==> src/rtl/pipo_reg_arbiter.sv <==
// pipo_reg_arbiter: four-requester arbiter and write sequencer for a shared
// 4-bit PIPO register. One winner per grant; the winner's data is captured at
// the grant edge and presented on data with a single-cycle load/ack pulse,
// followed by a HOLD-cycle quiet window before the next grant.
//
// Build option: define PIPO_ARB_FIXED_PRI_EN for fixed priority (lowest index
// wins). Left undefined, arbitration is round-robin starting after the last
// winner.
//
// HOLD is the number of quiet cycles after each write, legal range 0..15.
//
// state  | meaning
// -------+-------------------------------------------------------------
// S_IDLE | waiting for a request; grants at the first edge with req != 0
// S_LOAD | load and ack[owner] high for exactly one cycle
// S_HOLD | quiet window, down-counter from HOLD-1 to 0, requests ignored

module pipo_reg_arbiter #(
  parameter int HOLD = 2
) (
  input  logic        clk,
  input  logic        rst_n,
  input  logic [3:0]  req,
  input  logic [15:0] data_in,
  output logic [3:0]  ack,
  output logic        load,
  output logic [3:0]  data,
  output logic [1:0]  owner,
  output logic        busy
);

  typedef enum logic [1:0] {
    S_IDLE = 2'd0,
    S_LOAD = 2'd1,
    S_HOLD = 2'd2
  } state_t;

  // Counter preload; a HOLD of 0 never enters S_HOLD, so the value is unused then.
  localparam logic [3:0] HOLD_M1 = (HOLD > 0) ? 4'(HOLD - 1) : 4'd0;
  localparam bit         HAS_HOLD = (HOLD > 0);

  state_t     state;
  state_t     state_nxt;
  logic [3:0] cnt;
  logic [3:0] cnt_nxt;
  logic       grant;
  logic [1:0] winner;
  logic       found;

  assign grant = (state == S_IDLE) && (req != 4'd0);

`ifdef PIPO_ARB_FIXED_PRI_EN
  // Fixed priority: lowest-indexed active requester wins.
  always_comb begin
    winner = 2'd0;
    found  = 1'b0;
    for (int i = 0; i < 4; i++) begin
      if (!found && req[i]) begin
        winner = 2'(i);
        found  = 1'b1;
      end
    end
  end
`else
  logic [1:0] last;

  // Round-robin: search starts one past the previous winner and wraps.
  always_comb begin
    logic [1:0] idx;
    winner = 2'd0;
    found  = 1'b0;
    idx    = 2'd0;
    for (int k = 1; k <= 4; k++) begin
      idx = last + 2'(k);
      if (!found && req[idx]) begin
        winner = idx;
        found  = 1'b1;
      end
    end
  end

  // Previous winner; reset to 3 so requester 0 is searched first.
  always_ff @(posedge clk or negedge rst_n) begin
    if (!rst_n) begin
      last <= 2'd3;
    end else if (grant) begin
      last <= winner;
    end
  end
`endif

  // State and hold-counter registers.
  always_ff @(posedge clk or negedge rst_n) begin
    if (!rst_n) begin
      state <= S_IDLE;
      cnt   <= 4'd0;
    end else begin
      state <= state_nxt;
      cnt   <= cnt_nxt;
    end
  end

  // Next-state logic and hold-counter update.
  always_comb begin
    state_nxt = state;
    cnt_nxt   = cnt;
    case (state)
      S_IDLE: begin
        if (grant) begin
          state_nxt = S_LOAD;
        end
      end
      S_LOAD: begin
        if (HAS_HOLD) begin
          state_nxt = S_HOLD;
          cnt_nxt   = HOLD_M1;
        end else begin
          state_nxt = S_IDLE;
        end
      end
      S_HOLD: begin
        if (cnt == 4'd0) begin
          state_nxt = S_IDLE;
        end else begin
          cnt_nxt = cnt - 4'd1;
        end
      end
      default: begin
        state_nxt = S_IDLE;
        cnt_nxt   = 4'd0;
      end
    endcase
  end

  // Registered strobes: load/ack pulse for the cycle spent in S_LOAD, busy mirrors non-IDLE.
  always_ff @(posedge clk or negedge rst_n) begin
    if (!rst_n) begin
      load <= 1'b0;
      ack  <= 4'd0;
      busy <= 1'b0;
    end else begin
      load <= grant;
      ack  <= grant ? (4'd1 << winner) : 4'd0;
      busy <= (state_nxt != S_IDLE);
    end
  end

  // Capture winner index and data at the grant edge; held until the next grant.
  always_ff @(posedge clk or negedge rst_n) begin
    if (!rst_n) begin
      owner <= 2'd0;
      data  <= 4'd0;
    end else if (grant) begin
      owner <= winner;
      data  <= data_in[{winner, 2'b00} +: 4];
    end
  end

endmodule

==> config.mk <==
export PLATFORM = sky130hd
export DESIGN_NAME = pipo_reg_arbiter
export DESIGN_NICKNAME = d
export VERILOG_FILES = /design/src/rtl/pipo_reg_arbiter.sv
export SDC_FILE = /design/constraint.sdc
export NUM_CORES = 1
export LEC_CHECK = 0
export CAP_MARGIN = 20
export CORE_MARGIN = 10
export CORE_UTILIZATION = 40
export DETAILED_ROUTE_END_ITERATION = 7
export PLACE_DENSITY = 0.73
export SETUP_SLACK_MARGIN = 0.15
export SLEW_MARGIN = 20
export SYNTH_ARGS = -nofsm -noshare
export SYNTH_HDL_FRONTEND = slang
export SYNTH_SLANG_ARGS = --single-unit
==> constraint.sdc <==
create_clock -name clk -period 1.9 [get_ports clk]
set_input_delay 0.38 -clock clk [delete_from_list [all_inputs] [get_ports clk]]
set_output_delay 0.38 -clock clk [all_outputs]
set_load 0.01 [all_outputs]
==> metrics.log <==
INFO  metric initial_utilization = 42.1%
INFO  metric yosysSeqAreaShare = 47.8%
INFO  metric cts_root_buf = clkbuf_4
INFO  metric ioPinCount = 34
INFO  metric synth_async_sr_flop_share = 100%
INFO  metric grt_antenna_before_repair = 0
INFO  metric worst_r2r_endpoint = ack[0]
INFO  metric outcome = completed
INFO  metric maxCapViolations = 0
INFO  metric fin_area = around 1600 sq um
INFO  metric chipHeight = between 70 and 80 microns
INFO  metric regToRegSetupSlack = ~0.28 ns
INFO  metric crit_start = req[3]
INFO  metric hold_violations = 0
INFO  metric num_antenna_cells = 0
INFO  metric power_leakage = 0.704 nW
INFO  metric cp_max_fo = 5
INFO  metric num_vias = 924
INFO  metric hpwlAfterDp = 2200 microns
INFO  metric synthTopCellsByArea = dfrtp_1 43%, mux2i_1 8.6%, ha_1 7.1%
INFO  metric synth_enable_flop_cells = 0
INFO  metric post_synth_num_cell_types = 30
INFO  metric post_synthesis_net_count = 130
INFO  metric topRoutingLayerUsed = met4
INFO  metric gpl.final_weighted_congestion = 0.769
INFO  metric number_of_standard_cells_in_the_final_layout_excluding_fillers = 178
INFO  metric max_slew_margin = 67.0%
INFO  metric cellPowerDensity = 1520 nW/um^2
INFO  metric sequentialPowerShare = 31.8%
INFO  metric type_of_the_most_critical_hold_path = primary input to async pin
INFO  metric minimum_hold_slack = approximately 0.40 ns
INFO  metric finalWirelength = 2700 microns
INFO  metric routed_via_density = 5.19
INFO  metric ys_warns = 0
INFO  metric grt_start_max_net_pins = 13
INFO  metric synth.cell_area = approximately 1100 sq um
INFO  metric final_core_utilization = 62.1%
INFO  metric worst_pin_slew = 0.493 ns
INFO  metric numClockSinks = 20
INFO  metric synth.avg_cell_area = between 10 and 15 sq um
INFO  metric finalPower = 2.36 mW
INFO  metric yosysTopAreaCell = dfrtp_1
INFO  metric placeable_core_region = 2500 sq um
INFO  metric final_nets = 177
INFO  metric cts_bufs_inserted = 3
INFO  metric cpPeakStageDelay = 0.48 ns
INFO  metric dp_worst_setup_slack = -0.0871 ns
INFO  metric max_clock_freq = 601 MHz
INFO  metric commonest_cells_in_the_synthesized_netlist = 18 x dfrtp_1, 9 x mux2i_1, 9 x nand2_1
INFO  metric clockBufferDepth = 2
INFO  metric power.internal = 1.50 mW
INFO  metric crit_buf_inv = 3
INFO  metric post-route-worst-setup-slack = 0.236 ns
INFO  metric cts_hold_buffers = 0
INFO  metric layout_min_cycle_time = 1.66 ns
INFO  metric clock_power_share = around 15%
INFO  metric synthCells = 102
INFO  metric number_of_global_route_vias_before_repair = just under 1000
INFO  metric clock_latency = roughly 0.3 ns
INFO  metric first_iter_violations = 32
INFO  metric placed_cell_area = approximately 1500 sq um
INFO  metric grt_setup_unrepaired = no
INFO  metric setup_tns = 0 ns
INFO  metric die_area = 5080 sq um
INFO  metric share_of_the_clock_period_used_by_the_worst_path = 87.6%
INFO  metric cp_data_required_time = 2.07 ns
INFO  metric post_route_cells_drive_above_1_share = 17.6%
INFO  metric drt-pass1-iter-count = 4
INFO  metric startpoint_type = primary input
INFO  metric area_growth_syn_to_layout = 47.6%
INFO  metric wirelength_met1 = ~1100 microns
INFO  metric die_w = 71.3 microns
INFO  metric drv_slew = 0
INFO  metric worstRegToRegCells = 6
INFO  metric slowest_stage = clkdlybuf4s50_1
INFO  metric drtAntennaViolNets = 0
INFO  metric clock-skew-final = 0.00475 ns
INFO  metric worstPathArrival = 1.84 ns
INFO  metric grt-ovfl-total = 0
INFO  metric r2r-start = last[1]
INFO  metric met3WireLength = around 240 microns
INFO  metric wl_per_cell = 15.2 microns
INFO  metric cts-htree-levels = 1
INFO  metric io_buffers = 33
INFO  metric power.switching_fraction = 36.7%
INFO  metric worst_ir_drop_on_vdd = 0.983 mV
INFO  metric drcViolationCount = 0
INFO  metric setup_viol_count_final = 0
INFO  metric series_of_cell_instances_along_the_critical_path = clkdlybuf4s50_1, buf_4, nand3b_1, a31oi_2, buf_2, mux2i_1, o221ai_1
INFO  metric synth_largest_type_area_fraction = 42.8%
INFO  metric clk_transition_reported_paths = 0.12 ns
INFO  metric grt_pass1_wl = approximately 4500 microns
INFO  metric routed-wl-met2 = approximately 1300 microns
INFO  metric fp-row-count = 18
INFO  metric post-synth-top-count-cell = dfrtp_1
INFO  metric cp_top_family = buffers and inverters
INFO  metric crit_type = primary input to register
INFO  metric critPathCaptureType = register
INFO  metric placedCellCount = roughly 170
INFO  metric grt_usage = a little over a tenth
INFO  metric switchingPower = 867 uW
INFO  metric combPwrFrac = 53.6%
INFO  metric top_reg_cell_synth = dfrtp_1
INFO  metric cts_tree = done
INFO  metric synth-seq-cells = 20
-- timing repair --
item	CTS	global route
setup endpoints to repair	0	7
buffers inserted	0	1
gates resized for setup	0	5
-- power by group through the flow --
stage / combinational, mW / sequential, mW / clock, mW
6_report: 1.27 / 0.751 / 0.346
5_1_grt: 1.41 / 0.776 / 0.374
4_1_cts: 1.23 / 0.748 / 0.359
3_5_place_dp: 1.21 / 0.752 / 0
3_3_place_gp: 1.17 / 0.750 / 0
2_1_floorplan: 0.664 / 0.788 / 0
-- layer usage --
metal	up-vias	global-route usage [%]
li1	454	-
met1	439	11.4
met2	29	17.9
met3	2	4.96
met4	0	4.30
met5	-	0
-- placed cells by master, fill, tap and decap left out, types with 3 or more instances in the layout --
cell and instances:
clkdlybuf4s50_1 33, dfrtp_1 18, buf_4 10, mux2i_1 9
nand2_1 9, inv_1 7, nor2_1 7, o21ai_0 7
nand2b_1 5, ha_1 5, o221ai_1 4, a21oi_1 3
nor3_1 3, clkbuf_4 3
-- kinds of logic (layout without fill, tap and decap cells) --
family | count (synthesis) | after routing | share of synthesized area (%)
AOI/OAI and AO/OA | 25 | 25 | 16.1
adders and majority gates | 6 | 6 | 7.13
buffers and inverters | 10 | 56 | 4.64
DFF | 20 | 20 | 47.8
muxes | 9 | 9 | 8.56
and+or+nand+nor | 32 | 32 | 15.8
-- state kept, by name, indices dropped and copies added (netlist names) --
register / flops
data: 4
owner: 2
last: 2
state: 2
cnt: 4
ack: 4
busy: 1
load: 1
-- worst max-delay path by stage --
| stage | endpoint | depth (start not counted) |
|---|---|---|
| after floorplan | data[0] | 5 |
| after global placement | data[3] | 5 |
| after detailed placement | data[0] | 7 |
| after CTS | data[2] | 5 |
| after global routing | data[0] | 7 |
| final | data[2] | 7 |
-- area by class of cell --
class,instances,area [sq um]
Clock buffer,3,22.5
Clock inverter,1,30.0
Tap cell,30,37.5
Timing Repair Buffer,44,410
Fill cell,213,947
Inverter,8,30.0
Multi-Input combinational cell,72,519
Sequential cell,20,503
Power figures use the tool's default switching activity.
